--- src/rtl/write_buffer.sv ---
// Write-through store buffer: FIFO of {addr,data} stores drained to memory, with
// combinational store-to-load forwarding lookup. Optional merging via WRITE_MERGE_EN.
module write_buffer #(
  parameter int ADDR_W = 15,
  parameter int DATA_W = 32,
  parameter int DEPTH  = 4
) (
  input  logic                       clk,
  input  logic                       rst_n,
  input  logic                       wr_valid,
  output logic                       wr_ready,
  input  logic [ADDR_W-1:0]          wr_addr,
  input  logic [DATA_W-1:0]          wr_data,
  output logic                       mem_valid,
  input  logic                       mem_ready,
  output logic [ADDR_W-1:0]          mem_addr,
  output logic [DATA_W-1:0]          mem_data,
  input  logic [ADDR_W-1:0]          lk_addr,
  output logic                       lk_hit,
  output logic [DATA_W-1:0]          lk_data,
  output logic [$clog2(DEPTH):0]     count,
  output logic                       full,
  output logic                       empty,
  output logic [15:0]                merge_count
);

  localparam int IDX_W = $clog2(DEPTH);
  localparam int PTR_W = IDX_W + 1;

  logic [PTR_W-1:0]  wr_ptr_q, wr_ptr_d;
  logic [PTR_W-1:0]  rd_ptr_q, rd_ptr_d;
  logic [ADDR_W-1:0] addr_q [DEPTH];
  logic [ADDR_W-1:0] addr_d [DEPTH];
  logic [DATA_W-1:0] data_q [DEPTH];
  logic [DATA_W-1:0] data_d [DEPTH];
  logic [IDX_W-1:0]  newest_idx;
  logic [IDX_W-1:0]  lk_slot;
  logic              merge_ok;
  logic              push;
  logic              pop;

  assign count      = wr_ptr_q - rd_ptr_q;
  assign full       = (count == PTR_W'(DEPTH));
  assign empty      = (count == '0);
  assign newest_idx = IDX_W'(wr_ptr_q - PTR_W'(1));

`ifdef WRITE_MERGE_EN
  logic [15:0] merge_count_q, merge_count_d;

  // The newest entry must not be the head, otherwise memory could see its data change.
  assign merge_ok    = (count >= PTR_W'(2)) && (addr_q[newest_idx] == wr_addr);
  assign merge_count = merge_count_q;

  always_comb begin
    merge_count_d = merge_count_q;
    if (push && merge_ok && (merge_count_q != 16'hFFFF)) merge_count_d = merge_count_q + 16'd1;
  end

  always_ff @(posedge clk or negedge rst_n) begin
    if (!rst_n) merge_count_q <= '0;
    else        merge_count_q <= merge_count_d;
  end
`else
  assign merge_ok    = 1'b0;
  assign merge_count = '0;
`endif

  assign wr_ready  = !full || merge_ok;
  assign mem_valid = !empty;
  assign mem_addr  = addr_q[rd_ptr_q[IDX_W-1:0]];
  assign mem_data  = data_q[rd_ptr_q[IDX_W-1:0]];
  assign push      = wr_valid && wr_ready;
  assign pop       = mem_valid && mem_ready;

  always_comb begin
    wr_ptr_d = wr_ptr_q;
    rd_ptr_d = rd_ptr_q;
    addr_d   = addr_q;
    data_d   = data_q;
    if (push) begin
      if (merge_ok) begin
        data_d[newest_idx] = wr_data;
      end else begin
        addr_d[wr_ptr_q[IDX_W-1:0]] = wr_addr;
        data_d[wr_ptr_q[IDX_W-1:0]] = wr_data;
        wr_ptr_d = wr_ptr_q + PTR_W'(1);
      end
    end
    if (pop) rd_ptr_d = rd_ptr_q + PTR_W'(1);
  end

  // Scan oldest to youngest so the last match (youngest) wins.
  always_comb begin
    lk_hit  = 1'b0;
    lk_data = '0;
    lk_slot = '0;
    for (int i = 0; i < DEPTH; i++) begin
      lk_slot = IDX_W'(rd_ptr_q + PTR_W'(i));
      if ((PTR_W'(i) < count) && (addr_q[lk_slot] == lk_addr)) begin
        lk_hit  = 1'b1;
        lk_data = data_q[lk_slot];
      end
    end
  end

  always_ff @(posedge clk or negedge rst_n) begin
    if (!rst_n) begin
      wr_ptr_q <= '0;
      rd_ptr_q <= '0;
      addr_q   <= '{default: '0};
      data_q   <= '{default: '0};
    end else begin
      wr_ptr_q <= wr_ptr_d;
      rd_ptr_q <= rd_ptr_d;
      addr_q   <= addr_d;
      data_q   <= data_d;
    end
  end

endmodule

--- config.mk ---
export PLATFORM = sky130hd
export DESIGN_NAME = write_buffer
export DESIGN_NICKNAME = d
export VERILOG_FILES = /design/src/rtl/write_buffer.sv
export SDC_FILE = /design/constraint.sdc
export NUM_CORES = 1
export LEC_CHECK = 0
export CAP_MARGIN = 20
export CORE_MARGIN = 4
export CORE_UTILIZATION = 51
export DETAILED_ROUTE_END_ITERATION = 12
export DONT_BUFFER_PORTS = 1
export PLACE_DENSITY_LB_ADDON = 0.3
export SLEW_MARGIN = 25
export SYNTH_ARGS = -nofsm -noshare
export SYNTH_HDL_FRONTEND = slang
export SYNTH_SLANG_ARGS = --single-unit
--- constraint.sdc ---
create_clock -name clk -period 4.3 [get_ports clk]
set_clock_uncertainty 0.2 [all_clocks]
set_input_delay 0.43 -clock clk [delete_from_list [all_inputs] [get_ports clk]]
set_output_delay 0.43 -clock clk [all_outputs]
set_load 0.05 [all_outputs]
---- Word-level counts from Yosys, hierarchy flattened ----
Index checks and enable logic that the tools add are counted.
W data, S select, Z words.
word-level totals
  output and inout bits ................... 103
  bits in registers ....................... 194
operators by class
  magnitude comparators ................... 10
  mux-type cells .......................... 38
  equality and inequality tests ........... 5
  add/subtract/negate cells ............... 5
  bitwise gates (word level) .............. 5
  reductions and logical operators ........ 10
operators with widths
  kind                   number
  $mux W32               13
  $bmux W32 S2           4
  $mux W15               9
  $bwmux W128            1
  $bmux W15 S2           4
  $demux W32 S2          1
  $bwmux W60             1
  $eq A15 B15 Y1         4
  $demux W15 S2          1
  $ge A3 B3 Y1 const B   5
  $not A2 Y3             5
  $logic_and A1 B1 Y1    7
  $add A3 B1 Y3 const B  2
  $lt A1 B3 Y1 const A   2
  $lt A2 B3 Y1 const A   2
  $add A2 B2 Y2 const B  2
  $mux W1                4
  $eq A3 B3 Y1 const B   1
  $logic_not A3 Y1       1
  $lt A3 B1 Y1 const B   1
  $sub A3 B3 Y3          1
  $logic_not A1 Y1       2

---- Depth between registers and ports, before layout ----
Gate-level depths: netlist (run 1).
  depth after elaboration ................. 10
  gate-level depth with buffers ........... 12
  mapped depth without buffers ............ 9

---- Worst setup path before layout (run 1) ----
No wires, ideal clock.
  kind .................................... register to output
  start ................................... register wr_ptr_q[0]
  end ..................................... output lk_data[31]
  cell stages (with the launch flop) ...... 12
  arrival time ............................ 3.912 ns
  path slack .............................. -0.242 ns
  buffers on the path ..................... 2
  path through ............................ dfrtp_1 > inv_1 > ha_1 > fa_1 > xnor3_1 > inv_1 > nand4_1 > or4_1 > clkbuf_1 > and2_1 > buf_2 > a221oi_1
between the ends
  word-level cells in the longest chain between the ends .. 7
  elaborated cells between the ends (all ways) .. 13
ends and longest elaborated chain
  what                    line  RTL
  start, declared         30    logic [PTR_W-1:0] wr_ptr_q, wr_ptr_d;
  start signal, assigned  113   wr_ptr_q <= wr_ptr_d;
  $sub A3 B3 Y3 (*)       42    assign count = wr_ptr_q - rd_ptr_q;
  via count[2]            21    output logic [$clog2(DEPTH):0] count,
  $lt A1 B3 Y1            99    if ((PTR_W'(i) < count) && (addr_q[lk_slot] == lk_addr)) begin
  $logic_and A1 B1 Y1     99
  $mux W32 (3 in a row)   99
  $mux W32 (*)            99
  end, declared           20    output logic [DATA_W-1:0] lk_data,
The timed path passes the listed nets; every way through them passes the cells marked *.

---- Final worst setup path (run 1) ----
  start ................................... register rd_ptr_q[0]
  end ..................................... output lk_data[17]
between the ends
  word-level cells in the longest chain between the ends .. 10
  elaborated cells between the ends (all ways) .. 48
ends and longest elaborated chain
  what                                                                     line         RTL
  start, declared                                                          31           logic [PTR_W-1:0] rd_ptr_q, rd_ptr_d;
  start signal, assigned                                                   114          rd_ptr_q <= rd_ptr_d;
  $add A3 B1 Y3 / $not A2 Y3 (equally long branches)                       98, 99, 101
  $not A2 Y3 (not written as such) / $bmux W15 S2 (equally long branches)  99, 101
  $bmux W15 S2 / $mux W15 (equally long branches)                          99
  $mux W15 (not written as such)                                           99
  $mux W15 (not written as such) / $eq A15 B15 Y1 (equally long branches)  99
  $eq A15 B15 Y1 / $logic_and A1 B1 Y1 (equally long branches)             99
  $logic_and A1 B1 Y1 / $mux W32 (equally long branches)                   99
  $mux W32 (2 in a row)                                                    99
  $mux W32 (*)                                                             99
Every way passes the cells marked *; elsewhere a longest branch is shown, timed or not. The select of a mux whose other input is x is not followed.

==> out/metrics.cfg, run 1 <==
[clock_tree]
clock_latency_ps = 430
cts_root_buf = clkbuf_16
cts_tree = yes
clockBufferDepth = 2
clock-sinks = 194
numCtsBuffers = 17
htreeDepth = 4
cts-hold-fix-buffers = 48
clk_pin_slew_ps = 80

[sta]
fin_tns_setup_ps = -3130
worstMarginPinSlew_ps = 727
min_period_over_period_pct = 103
slew_headroom_pct = 50.6
finalHoldViolCount = 194
setup_ws_ps = -140
fin_crit_ps = 4440
hold_ws_ps = -519
rsz0062_at_grt = true
finalSetupViolCount = 32
slew_viol_final = 0
max_freq_ghz = 0.225

[critical_path]
crit_slowest_cell = dfrtp_4
critical_path_class = reg2out
cpMostUsedCell = buf_6
worstPathRequired_ps = 3670
crit_arrival_ps = 3810
crit_chain = ha_4 > buf_12 > buf_6 > mux4_2 > xnor2_2 > nand4_1 > nor4_4 > buf_4 > clkbuf_16 > a211oi_1 > a221oi_2 > buf_6
critPathMaxFanout = 8
cp-end-kind = output port
critPathLaunchType = register
critPathMaxStageDelay_ps = 540

[detailed_routing]
wl_per_cell_um = 25.2
drt_first_pass_iters = 4
post-route-drc-count = 0
drt-vias-per-instance = 6.54
drt_iter0_drc = 710
route.vias.total = 9540
drt-total-wl_mm = 36.8
ant_nets = 0

[placement]
dp_hpwl_mm = 23.1
dp_slack_ps = 138
gp_congestion = 0.839
portBuffers = 0

[floorplan]
num_rows = 60
coreArea_um2 = 27100
top_level_ports = 169
fp.dieArea_um2 = 30500
die-height_um = 175
start_util_pct = 52.2
chipWidth_um = 175

[run_status]
violations = negative hold slack, negative setup slack
status = finished with violations

[layout]
num-nets-final = 1146
multi_input_area_um2 = 8860
final_common_cell = dfrtp_1
final_cell_mix = 192 x dfrtp_1, 189 x mux2_2, 173 x mux4_2, 65 x buf_4
drive_gt1_share_pct = 56.5
fillerInstances = 2027
regArea_um2 = 4860
syn_to_final_growth_pct = 19.2

[synthesis]
yosys_warnings = 0
ys_types = 36
synth-async-reset-ratio_pct = 100
syn_area_um2 = 14200
ys_ff_latch = 194
synth-main-ff-cell = dfrtp_1
ys_seq_area_share_pct = 34.3
synth_edf_count = 0
synth.avg_cell_area_um2 = 14.5
netlist_instances = 977

[grt]
grt_max_degree = 195
antenna_found_initial = 1
grt_overflow = 0
grt_pass1_wl_mm = 57.3
grt_use_total_pct = 23.8
grt_pass1_vias = 9804

[hold_path]
hold_path_class = in2async

[run]
cap_violations = 0

## stage by stage
step / utilization, % / area, um2 / hold WS [ps] / instances
final: 62.3 / 16900 / -519 / 1459
after global routing: 62.3 / 16900 / -540 / 1459
after floorplan: - / 14200 / -65.6 / 992
after CTS: 60.9 / 16500 / -540 / 1441
after detailed placement: 55.5 / 15000 / -61.8 / 1350
after global placement: 55.5 / 15000 / -58.9 / 1350
## repair_timing
action | in CTS | in global routing
setup buffers | 9 | 12
endpoints found under the setup margin | 33 | 33
resized for setup | 48 | 42
endpoints found under the hold margin | 383 | 194
gates cloned | 2 | 5
pin swaps | 6 | 4
## state kept, by name, summed over array words and instances (netlist names)
name      flops
rd_ptr_q      3
addr_q       60
wr_ptr_q      3
data_q      128
## cell families after synthesis
group / Yosys count / synth area share [%]
AOI/OAI and AO/OA: 71 / 5.50
xor gates and xnor gates: 61 / 3.98
adders and majority gates: 7 / 0.672
buffers and inverters: 155 / 5.49
DFF: 194 / 34.3
muxes: 387 / 45.6
other: 1 / 0.0265
and+or+nand+nor: 101 / 4.42
## Yosys cell counts (15+ instances only)
cell	n	area, um2
dfrtp_1	194	4850
a211oi_1	32	240
nand3_1	15	75.1
nor2_1	33	124
nand3_2	20	200
mux4_2	171	3850
buf_2	15	75.1
clkbuf_1	58	218
buf_4	20	150
mux2_2	189	2130
xnor2_1	58	508
a221oi_2	31	465
inv_1	39	146
## final cells by class
| class | count | area share, % |
|---|---|---|
| Tap cell | 372 | 2.76 |
| Sequential cell | 194 | 28.8 |
| Antenna cell | 1 | 0.0148 |
| Timing Repair Buffer | 178 | 11.6 |
| Clock inverter | 14 | 0.956 |
| Inverter | 39 | 0.867 |
| Multi-Input combinational cell | 643 | 52.5 |
| Clock buffer | 18 | 2.54 |
## layer usage
metal / GRT usage [%] / wire length (um) / vias to the layer above
met5: 0 / 0 / -
met2: 39.3 / 18400 / 351
met4: 7.40 / 762 / 0
met3: 4.98 / 2650 / 58
li1: - / - / 4048
met1: 32.1 / 14900 / 5083
## critical path: cells and delay by family, from the launching register on
family	cells	cell delay, ps
flops	1	540
mux	1	510
fa+ha+maj	1	340
buf+inv	5	840
simple gates	2	600
compound gates	2	370
xor+xnor	1	150
## worst paths after layout
kind	startpoint	to	slack [ps]	cells after the start
setup / recovery	rd_ptr_q[0]	lk_data[17]	-140	12
hold / removal	rst_n	addr_q[43]	-520	0
setup reg to reg	rd_ptr_q[0]	data_q[14]	670	10
hold reg to reg	rd_ptr_q[2]	rd_ptr_q[2]	280	1
max in group asynchronous	rst_n	data_q[15]	4170	0
min in group clk	mem_ready	rd_ptr_q[0]	30	2
Power of run 1 is not shown: default switching activity piles up to over one toggle a cycle in this logic, so the estimate is an artifact.
==> inputs of run 2 (changes only) <==
--- a/config.mk
+++ b/config.mk
@@ -5,13 +5,13 @@
 export SDC_FILE = /design/constraint.sdc
 export NUM_CORES = 1
 export LEC_CHECK = 0
-export CAP_MARGIN = 20
 export CORE_MARGIN = 4
 export CORE_UTILIZATION = 51
 export DETAILED_ROUTE_END_ITERATION = 12
 export DONT_BUFFER_PORTS = 1
 export PLACE_DENSITY_LB_ADDON = 0.3
-export SLEW_MARGIN = 25
+export SKIP_LAST_GASP = 1
+export SLEW_MARGIN = 10
 export SYNTH_ARGS = -nofsm -noshare
 export SYNTH_HDL_FRONTEND = slang
 export SYNTH_SLANG_ARGS = --single-unit
==> out/metrics.cfg, run 2 (synthesized netlist as in run 1, its figures left out) <==
[layout]
final_common_cell = dfrtp_1
largest_register_ffs = 128
reg_top3 = data_q (128), addr_q (60)
largest-register = data_q
fillerInstances = 2022
num-nets-final = 1144
drive_gt1_share_pct = 56.2
syn_to_final_growth_pct = 19.9
multi_input_area_um2 = 8960
regArea_um2 = 4860
final_area_um2 = 17000
final_cell_mix = 192 x dfrtp_1, 189 x mux2_2, 174 x mux4_2, 62 x buf_4, 48 x dlygate4sd3_1

[grt]
grt_pass1_vias = 9789
grt_pass1_wl_mm = 57.2
top_usage_layer = met2
use_met3_pct = 5.00
grtUsageMet1_pct = 32.0
antenna_found_initial = 1
grt_util_met2_pct = 39.3
grt_overflow = 0
grt_max_degree = 195
grt_use_total_pct = 23.8

[sta]
fin_crit_ps = 4420
rsz0062_at_grt = true
finalHoldViolCount = 194
finalSetupViolCount = 32
setup_ws_ps = -120
hold_ws_ps = -522
slew_headroom_pct = 25.5
min_period_over_period_pct = 103
worstMarginPinSlew_ps = 1090
slew_viol_final = 0
max_freq_ghz = 0.226

[detailed_routing]
ant_nets = 0
post-route-drc-count = 0
drt-total-wl_mm = 36.8
drt_iter0_drc = 709
drt-vias-per-instance = 6.58
drt_first_pass_iters = 5
wl_per_cell_um = 25.3
route.vias.total = 9581

[placement]
dp_slack_ps = 138
dp_hpwl_mm = 23.1
portBuffers = 0
gp_congestion = 0.839
place_area_um2 = 15000

[clock_tree]
htreeDepth = 4
clk_pin_slew_ps = 80
numCtsBuffers = 17
cts_root_buf = clkbuf_16
clock-sinks = 194
clock_latency_ps = 440
clockBufferDepth = 2
cts_tree = yes
cts-hold-fix-buffers = 48

[critical_path]
crit_slowest_cell = or4_4
cp-end-kind = output port
crit_chain = ha_4 > buf_12 > buf_8 > mux4_2 > xnor2_2 > nand4_1 > or4_4 > and2_4 > buf_12 > a221oi_4 > buf_6
critPathMaxStageDelay_ps = 560
cpMostUsedCell = buf_12
crit_path_start = rd_ptr_q[0]
r2r-start = rd_ptr_q[0]
critPathCapture = lk_data[0]
critPathMaxFanout = 14
r2r-end = data_q[14]
crit_arrival_ps = 3790
worstPathRequired_ps = 3670
rr_worst_depth = 10
critPathLaunchType = register
worst-r2r-setup-slack_ps = 660
critical_path_class = reg2out

[floorplan]
fp.dieArea_um2 = 30500
num_rows = 60
top_level_ports = 169
coreArea_um2 = 27100
die-height_um = 175
chipWidth_um = 175
start_util_pct = 52.2

[run_status]
status = finished with violations
violations = negative hold slack, negative setup slack

[hold_path]
hold_path_class = in2async

[run]
cap_violations = 0

run 2: layer usage:
metal  share of wire (%)  routed length, um
met3                 6.4               2340
met1                  41              15200
met4                 2.4                879
met2                  50              18300
met5                   0                  0
run 2: area by class of cell:
type,count,area share (%)
well taps,372,2.74
inverters,39,0.863
repair buffers,176,11.5
flip-flops and latches,194,28.6
multi-input cells,643,52.8
diodes,1,0.0147
clock inverters,14,0.951
clock buffers,18,2.53
run 2: worst min path at each step:
stage / startpoint / end / slack, ps / cells after the start
after CTS: rst_n / addr_q[57] / -540 / 0
after floorplan: rst_n / addr_q[0] / -70 / 0
after global routing: rst_n / addr_q[43] / -540 / 0
final: rst_n / addr_q[43] / -520 / 0
after global placement: rst_n / addr_q[28] / -60 / 0
after detailed placement: rst_n / addr_q[57] / -60 / 0
run 2: through the flow:
step	setup TNS, ps	utilization, %	std cells
6_report	-2100	62.6	1457
5_1_grt	-5860	62.6	1457
4_1_cts	-2360	60.5	1441
3_5_place_dp	0	55.5	1350
3_3_place_gp	0	55.5	1350
2_1_floorplan	0	-	992
run 2: worst max-delay path: cells and delay by family, from the launching register on:
family,cells,cell delay [ps]
fa+ha+maj,1,340
mux,1,330
compound gates,1,330
simple gates,3,970
flops,1,540
xor+xnor,1,200
buf+inv,4,630
run 2: repair_timing:
action,4_1_cts,5_1_grt
cloned,2,6
resized for setup,22,73
pin swaps,6,4
setup buffers,9,10
setup endpoints to repair,33,33
endpoints found under the hold margin,383,194
Power of run 2 is left out for the same reason.
==> inputs of run 3 (changes only) <==
--- a/config.mk
+++ b/config.mk
@@ -5,7 +5,7 @@
 export SDC_FILE = /design/constraint.sdc
 export NUM_CORES = 1
 export LEC_CHECK = 0
-export CORE_MARGIN = 4
+export CORE_MARGIN = 3
 export CORE_UTILIZATION = 51
 export DETAILED_ROUTE_END_ITERATION = 12
 export DONT_BUFFER_PORTS = 1
==> out/metrics.cfg, run 3 (synthesized netlist as in run 1, its figures left out) <==
[layout]
fillerInstances = 1979
drive_gt1_share_pct = 55.6
diodes = 0
final_cell_mix = 192 x dfrtp_1, 189 x mux2_2, 173 x mux4_2, 53 x buf_4, 48 x dlygate4sd3_1
syn_to_final_growth_pct = 19.3
largest-register = data_q
fin_util_pct = 62.3
reg_top3 = data_q (128), addr_q (60)
final_common_cell = dfrtp_1
largest_register_ffs = 128
num-nets-final = 1132

[placement]
dp_hpwl_mm = 22.6
dp_slack_ps = 17.7
portBuffers = 0
gp_congestion = 0.817

[detailed_routing]
post-route-drc-count = 0
drt-vias-per-instance = 6.67
wl_per_cell_um = 25.5
drt_iter0_drc = 700
ant_nets = 0
drt-total-wl_mm = 36.8
route.vias.total = 9632
drt_first_pass_iters = 5

[sta]
finalHoldViolCount = 194
fin_crit_ps = 4410
slew_viol_final = 0
min_period_over_period_pct = 103
rsz0062_at_grt = true
fin_tns_setup_ps = -2130
worstMarginPinSlew_ps = 819
max_freq_ghz = 0.227
hold_ws_ps = -515
slew_headroom_pct = 45.4
setup_ws_ps = -108
finalSetupViolCount = 32

[grt]
grt_pass1_wl_mm = 57.7
grt_max_degree = 195
grt_pass1_vias = 9989
antenna_found_initial = 0
grt_overflow = 0
grt_use_total_pct = 24.3

[clock_tree]
clock_latency_ps = 430
htreeDepth = 4
clk_pin_slew_ps = 80
clock-sinks = 194
cts_tree = yes
numCtsBuffers = 17
cts_root_buf = clkbuf_16
cts-hold-fix-buffers = 48
clockBufferDepth = 2

[run_status]
violations = negative hold slack, negative setup slack
status = finished with violations

[floorplan]
fp.dieArea_um2 = 29800
chipWidth_um = 173
coreArea_um2 = 27100
start_util_pct = 52.2
num_rows = 60
die-height_um = 173
top_level_ports = 169

[critical_path]
critPathMaxFanout = 7
critPathLaunchType = register
crit_path_start = rd_ptr_q[0]
critical_path_class = reg2out
worstPathRequired_ps = 3670
cp-end-kind = output port
r2r-start = rd_ptr_q[0]
crit_arrival_ps = 3780

[hold_path]
hold_path_class = in2async

[run]
cap_violations = 0

-- run 3: changes by cell type in the layout (fill, tap and decap cells not counted), sizes merged --
| cell | delta |
|---|---|
| clkbuf | +3 |
| clkinvlp | +1 |
| inv | -5 |
| bufinv | -1 |
| clkinv | +4 |
| diode | -1 |
| buf | -14 |
-- run 3: final timing paths --
path	to	slack, ps	depth (start not counted)
worst min-delay path	data_q[17]	-510	0
worst max-delay path	lk_data[25]	-110	11
worst max register to register	data_q[65]	640	11
max in group asynchronous	addr_q[38]	4070	0
worst min register to register	rd_ptr_q[2]	310	1
min in group clk	wr_ptr_q[0]	290	2
-- run 3: cell type report --
cell class | count | area [um2] | area share (%)
inverters | 39 | 146 | 0.867
clock inverters | 13 | 125 | 0.741
repair buffers | 164 | 1860 | 11.0
well taps | 372 | 465 | 2.76
clock buffers | 19 | 443 | 2.62
multi-input cells | 643 | 8990 | 53.2
flip-flops and latches | 194 | 4860 | 28.8
-- run 3: repair_timing --
action | 4_1_cts | 5_1_grt
pin swaps | 10 | 12
setup buffers | 10 | 7
gates cloned | 2 | 7
resized for setup | 80 | 16
endpoints found under the hold margin | 384 | 194
endpoints found under the setup margin | 33 | 33
-- run 3: critical path: stages (launching register included) --
cell and delay [ps]:
dfrtp_4 530, ha_4 340, buf_4 150, buf_16 120
mux4_2 320, xnor2_2 190, nand4_1 160, or4_4 570
and2_4 220, buf_12 170, a221oi_4 330, buf_6 200
-- run 3: metrics by stage --
step	cells	cell area [um2]
final	1444	16900
after global routing	1444	16900
after CTS	1430	16600
after detailed placement	1338	14900
after global placement	1338	14900
after floorplan	992	14200
-- run 3: routing by layer --
layer | share of wire, % | global-route usage (%)
met4 | 2.7 | 8.79
met1 | 40 | 31.6
met2 | 51 | 41.3
met5 | 0 | 0
met3 | 7.2 | 4.52
Power of run 3 is left out for the same reason.
==> variant 1, RTL diff (settings of run 2) <==
Set the parameter `DATA_W` to 40 (it was 32).
--- a/src/rtl/write_buffer.sv
+++ b/src/rtl/write_buffer.sv
@@ -3,5 +3,5 @@
 module write_buffer #(
   parameter int ADDR_W = 15,
-  parameter int DATA_W = 32,
+  parameter int DATA_W = 40,
   parameter int DEPTH  = 4
 ) (
Interface: changed (resized lk_data, mem_data and wr_data); port bits go from 169 to 193. No check against the original RTL was run, so the function may have changed too.
==> variant 1 against run 2 <==
The run still ends with negative hold slack, negative setup slack left; non-clock buffer count rose by 41; via count rose by 18%; first-iteration DRC count fell by 12%; worst setup slack got worse by 0.29 ns; sequential share of layout area fell by 1.5 points; wire length rose by 20%; sequential cell count rose by 32; fmax fell by 6.1%; critical path depth rose by 3; cell area rose by 23%; final cell count rose by 19%; synthesized area rose by 15%; critical path type unchanged; critical endpoint is now lk_data[15]; highest routed layer is now met5.
Power is not shown: default switching activity piles up to over one toggle a cycle in this logic, so the estimate is an artifact.
==> variant 1: results (changes against run 2) <==
Logic synthesis
The count of unique library cells instantiated by Yosys was 50 (was 36). The post-synthesis sequential area ratio came to 34.7% (was 34.3%). The average size of a mapped cell is 14.0 um2 (was 14.5 um2). Cell types occupying the most area after synthesis: sky130_fd_sc_hd__dfrtp_1 35%, sky130_fd_sc_hd__mux4_2 27%, sky130_fd_sc_hd__mux2_2 15%, sky130_fd_sc_hd__a221oi_2 3.7%, sky130_fd_sc_hd__xnor2_1 2.5% (was sky130_fd_sc_hd__dfrtp_1 34%, sky130_fd_sc_hd__mux4_2 27%, sky130_fd_sc_hd__mux2_2 15%, sky130_fd_sc_hd__xnor2_1 3.6%, sky130_fd_sc_hd__a221oi_2 3.3%). Top cell types by occurrence after synthesis: 226 x sky130_fd_sc_hd__dfrtp_1, 222 x sky130_fd_sc_hd__mux2_2, 196 x sky130_fd_sc_hd__mux4_2, 70 x sky130_fd_sc_hd__clkbuf_1, 50 x sky130_fd_sc_hd__inv_1 (was 194 x sky130_fd_sc_hd__dfrtp_1, 189 x sky130_fd_sc_hd__mux2_2, 171 x sky130_fd_sc_hd__mux4_2, 58 x sky130_fd_sc_hd__clkbuf_1, 58 x sky130_fd_sc_hd__xnor2_1).

STA
The hold slack is -0.622 ns (was -0.522 ns). The actual slew at the worst max-slew pin is 1.05 ns (was 1.09 ns). The number of hold violations in the final report is 226 (was 194). The setup violation total in the final timing report is 41 (was 32). The setup slack after layout was -0.409 ns (was -0.120 ns). The total negative slack for setup checks is -14.42 ns (was -2.10 ns).

Run status
Failing checks: negative hold slack, negative setup slack (unchanged). Result of the run: finished, violations left (unchanged).

Setup path
The peak fanout along the critical path is 9 (was 14). The maximum cell stage delay along the critical path is 0.61 ns (was 0.56 ns). The number of cells on the worst reg-to-reg path is 11 (was 10). The critical path's top delay family is buffers and inverters (was simple AND/OR/NAND/NOR gates).

Placement
The weighted congestion at the end of routability-driven global placement is 0.856 (was 0.839). The total instance count after detailed placement is 1,590 (was 1,350). The post-place instance area was 18,500 um2 (was 15,000 um2).

The post-detailed-placement half-perimeter wirelength is 28.1 mm (was 23.1 mm). The pre-CTS worst setup slack is -0.263 ns (was 0.138 ns).

Clock tree
The number of hold buffers added after CTS is 56 (was 48). The buffer levels on the longest clock path is 3 (was 2). The total number of H-tree levels is 1 (was 4). The clock-pin transition on the worst setup and hold timing paths is 0.06 ns (was 0.08 ns).

The insertion delay of the later-clocked pin in the worst-skew pair is 0.56 ns (was 0.44 ns). The number of buffers inserted during clock tree synthesis is 28 (was 17).

Global routing
The number of global-route vias before repair was 11,900 (was 9,789). The largest net degree at the start of global routing is 227 (was 195). The initial antenna violation count is 4 (was 1). The first-pass GRT wire length is 70.3 mm (was 57.2 mm).

Finish
The share of cells above drive strength 1 is 57.1% (was 56.2%). The number of standard cells in the final layout excluding fillers came to 1,729 (was 1,457). Top Registers: data_q x160, addr_q x60 (was data_q x128, addr_q x60).

Routing
The detailed router's first-iteration violation count is 623 (was 709). The average routed wire per standard cell is 25.6 um (was 25.3 um).
==> variant 1: changes by cell type in the layout (fill, tap and decap cells not counted), sizes merged, moves of 19 or more <==
cell           run 2  this run
a211oi            32         1
a21oi              0        42
buf              123       159
clkbuf            23        43
dfrtp            194       226
mux2             189       222
mux2i             14        35
mux4             184       203
nand2              8        50
nand3             35         5
==> variant 1: area by class of cell <==
class | count | share of cell area, %
multi-input cells | 780 | 51.1
flip-flops and latches | 226 | 27.2
repair buffers | 217 | 13.4
clock buffers | 41 | 4.03
well taps | 402 | 2.41
inverters | 51 | 0.918
clock inverters | 10 | 0.876
diodes | 2 | 0.0240
==> variant 1: cell families after synthesis <==
family          after synthesis  synth area share (%)
compound gates              112                  6.66
mux                         460                  45.7
flops                       226                  34.7
simple gates                124                  3.95
buf+inv                     174                  5.18
xor+xnor                     61                  3.28
fa+ha+maj                     7                 0.583
other cells                   1                0.0230
==> variant 1: worst paths after layout <==
kind / startpoint / endpoint / slack [ns]
setup / recovery: rd_ptr_q[0] / lk_data[15] / -0.41
hold / removal: rst_n / addr_q[16] / -0.62
setup reg to reg: rd_ptr_q[0] / addr_q[26] / 0.73
hold reg to reg: wr_ptr_q[2] / wr_ptr_q[2] / 0.30
max in group asynchronous: rst_n / addr_q[49] / 3.93
min in group clk: wr_valid / wr_ptr_q[0] / 0.22
==> variant 1: metal layers <==
layer / vias up / wire (um) / track usage (%)
li1: 4832 / - / -
met1: 6053 / 17800 / 33.6
met2: 353 / 22500 / 41.9
met3: 59 / 3030 / 6.03
met4: 4 / 964 / 5.63
met5: - / 23 / 0
==> variant 1: what timing repair did <==
item | CTS | global route
endpoints found under the hold margin | 449 | 226
setup buffers | 22 | 3
pin swaps | 18 | 20
setup endpoints to repair | 41 | 41
gates resized for setup | 51 | 25
cloned | 8 | 2
==> variant 2, RTL diff (settings of run 2) <==
Made on the original files. Build with the macro `WRITE_MERGE_EN` defined.
--- a/src/rtl/write_buffer.sv
+++ b/src/rtl/write_buffer.sv
@@ -1,4 +1,6 @@
 // Write-through store buffer: FIFO of {addr,data} stores drained to memory, with
 // combinational store-to-load forwarding lookup. Optional merging via WRITE_MERGE_EN.
+`define WRITE_MERGE_EN
+
 module write_buffer #(
   parameter int ADDR_W = 15,
Check against the original RTL: not equivalent (Yosys sat finds a counterexample within 4 cycles, from zero or initial values and one cycle with rst_n low).
==> variant 2 against run 2 <==
The flow still finishes with violations (negative hold slack, negative setup slack); worst setup slack worse by 0.15 ns; final cell count is 27% higher; cell area is 15% higher; critical path type unchanged; wire length is 40% higher; sequential cell count is 16 higher; global-route usage is 5.5 points higher; synthesized area is 10% higher; die area is 9.5% higher; first-iteration DRC count is 86% higher.
==> variant 2: results (changes against run 2) <==
Setup path
The peak fanout along the critical path came to 6 (was 14). The worst setup slack for register-to-register paths is 0.24 ns (was 0.66 ns). The maximum cell stage delay along the critical path is 0.53 ns (was 0.56 ns). The worst endpoint data arrival time is 3.94 ns (was 3.79 ns).

The launch point of the worst path was rd_ptr_q[1] (was rd_ptr_q[0]). The number of cells on the worst reg-to-reg path is 13 (was 10). The termination of the worst setup path is lk_data[18] (was lk_data[0]).

Global routing
The first-pass GRT wire length came to 76.3 mm (was 57.2 mm). The largest net degree at the start of global routing is 211 (was 195). The total routing resource utilization after global routing is 29.3% (was 23.8%).

Run status
Result of the run: finished, violations left (unchanged). Failing checks: negative hold slack, negative setup slack (unchanged).

Clock tree
The total number of H-tree levels was 1 (was 4). The number of hold buffers added after CTS is 49 (was 48). The insertion delay of the later-clocked pin in the worst-skew pair is 0.53 ns (was 0.44 ns).

Finish
The final-layout fill cell count was 2,109 (was 2,022). The share of cells above drive strength 1 is 39.3% (was 56.2%). The net count reported at finish is 1,520 (was 1,144).

Logic synthesis
The adder-cell share of the synthesized area is 0.771% (was 0.672%). The post-synthesis sequential area ratio is 33.7% (was 34.3%). The share of the synthesized netlist area taken by xor and xnor gates came to 5.32% (was 3.98%). The fraction of the mapped netlist area in compound gates is 9.29% (was 5.50%). The average size of a mapped cell is 11.4 um2 (was 14.5 um2). The share of cell area taken by muxes after synthesis is 34.9% (was 45.6%).

Placement
The post-detailed-placement half-perimeter wirelength is 27.7 mm (was 23.1 mm). The total instance count after detailed placement came to 1,679 (was 1,350).

STA
The setup violation total in the final timing report is 33 (was 32). The number of hold violations in the final report was 210 (was 194). The hold slack is -0.595 ns (was -0.522 ns). The total negative slack for setup checks is -7.13 ns (was -2.10 ns). The max-slew headroom at the worst pin is 32.0% (was 25.5%).

The setup slack after layout is -0.270 ns (was -0.120 ns).

Routing
The detailed-route via count is 12,900 (was 9,581). The sum of routed wire length over all layers is 51.7 mm (was 36.8 mm). The detailed router's first-iteration violation count is 1,318 (was 709).
## variant 2: cell types whose count changed in the layout (fill, tap and decap cells not counted), sizes merged, moves of 16 or more
cell    before  now
o311ai       0   32
o21ai        1  130
mux2       189   69
nor2        33    8
a221oi      32    0
nand2        8  276
xnor2       60   76
conb        16    0
xor2         0   16
o221a        0   32
mux2i       14   30
a211oi      32    0
dfrtp      194  210
## variant 2: worst min-delay path by stage
stage	to	from	slack (ns)	depth (start not counted)
after floorplan	addr_q[0]	rst_n	-0.07	0
after global placement	addr_q[20]	rst_n	-0.06	0
after detailed placement	addr_q[20]	rst_n	-0.06	0
final	addr_q[12]	rst_n	-0.59	0
after CTS	addr_q[20]	rst_n	-0.62	0
after global routing	addr_q[12]	rst_n	-0.62	0
## variant 2: through the flow
stage               power [mW]  area [um2]
detailed placement        14.5       16000
global placement          14.2       16000
CTS                       17.9       19000
floorplan                 12.2       15700
global route              19.4       19500
finish                    18.6       19500
## variant 2: cell families (layout without fill, tap and decap cells)
logic type | Yosys count | after routing
simple gates | 380 | 388
mux | 292 | 292
compound gates | 211 | 215
flops | 210 | 210
buf+inv | 167 | 257
xor+xnor | 93 | 93
fa+ha+maj | 9 | 9
other cells | 0 | 2
## variant 2: power groups by stage
stage / clock, mW / combinational [mW] / sequential (mW)
4_1_cts: 2.21 / 11.8 / 3.92
2_1_floorplan: 0 / 8.71 / 3.54
3_3_place_gp: 0 / 10.4 / 3.84
3_5_place_dp: 0 / 10.5 / 3.94
5_1_grt: 2.30 / 13.0 / 4.13
6_report: 2.18 / 12.4 / 4.01
## variant 2: layout make-up
cell class | count | share of cell area, %
diodes | 2 | 0.0256
flip-flops and latches | 210 | 27.0
clock inverters | 12 | 0.730
well taps | 390 | 2.50
repair buffers | 168 | 9.99
multi-input cells | 997 | 55.3
inverters | 43 | 0.827
clock buffers | 34 | 3.63
## variant 2: metal layers
metal  wire length, um  GRT usage, %
met2             24800          47.1
met1             18600          39.3
met3              5640          6.90
met4              2640          10.7
met5                 0             0
## variant 2: repair_timing
action	4_1_cts	5_1_grt
resized for setup	156	49
endpoints found under the hold margin	403	210
setup buffers	41	20
endpoints found under the setup margin	33	33
pin swaps	26	36
cloned	20	2
## variant 2: critical path: cells and delay by family (launching register included)
kind                       cells  cell delay [ns]
AOI/OAI and AO/OA              4             0.96
DFF                            1             0.53
adders and majority gates      1             0.31
buffers and inverters          4             0.63
and+or+nand+nor                2             0.66
muxes                          1             0.29
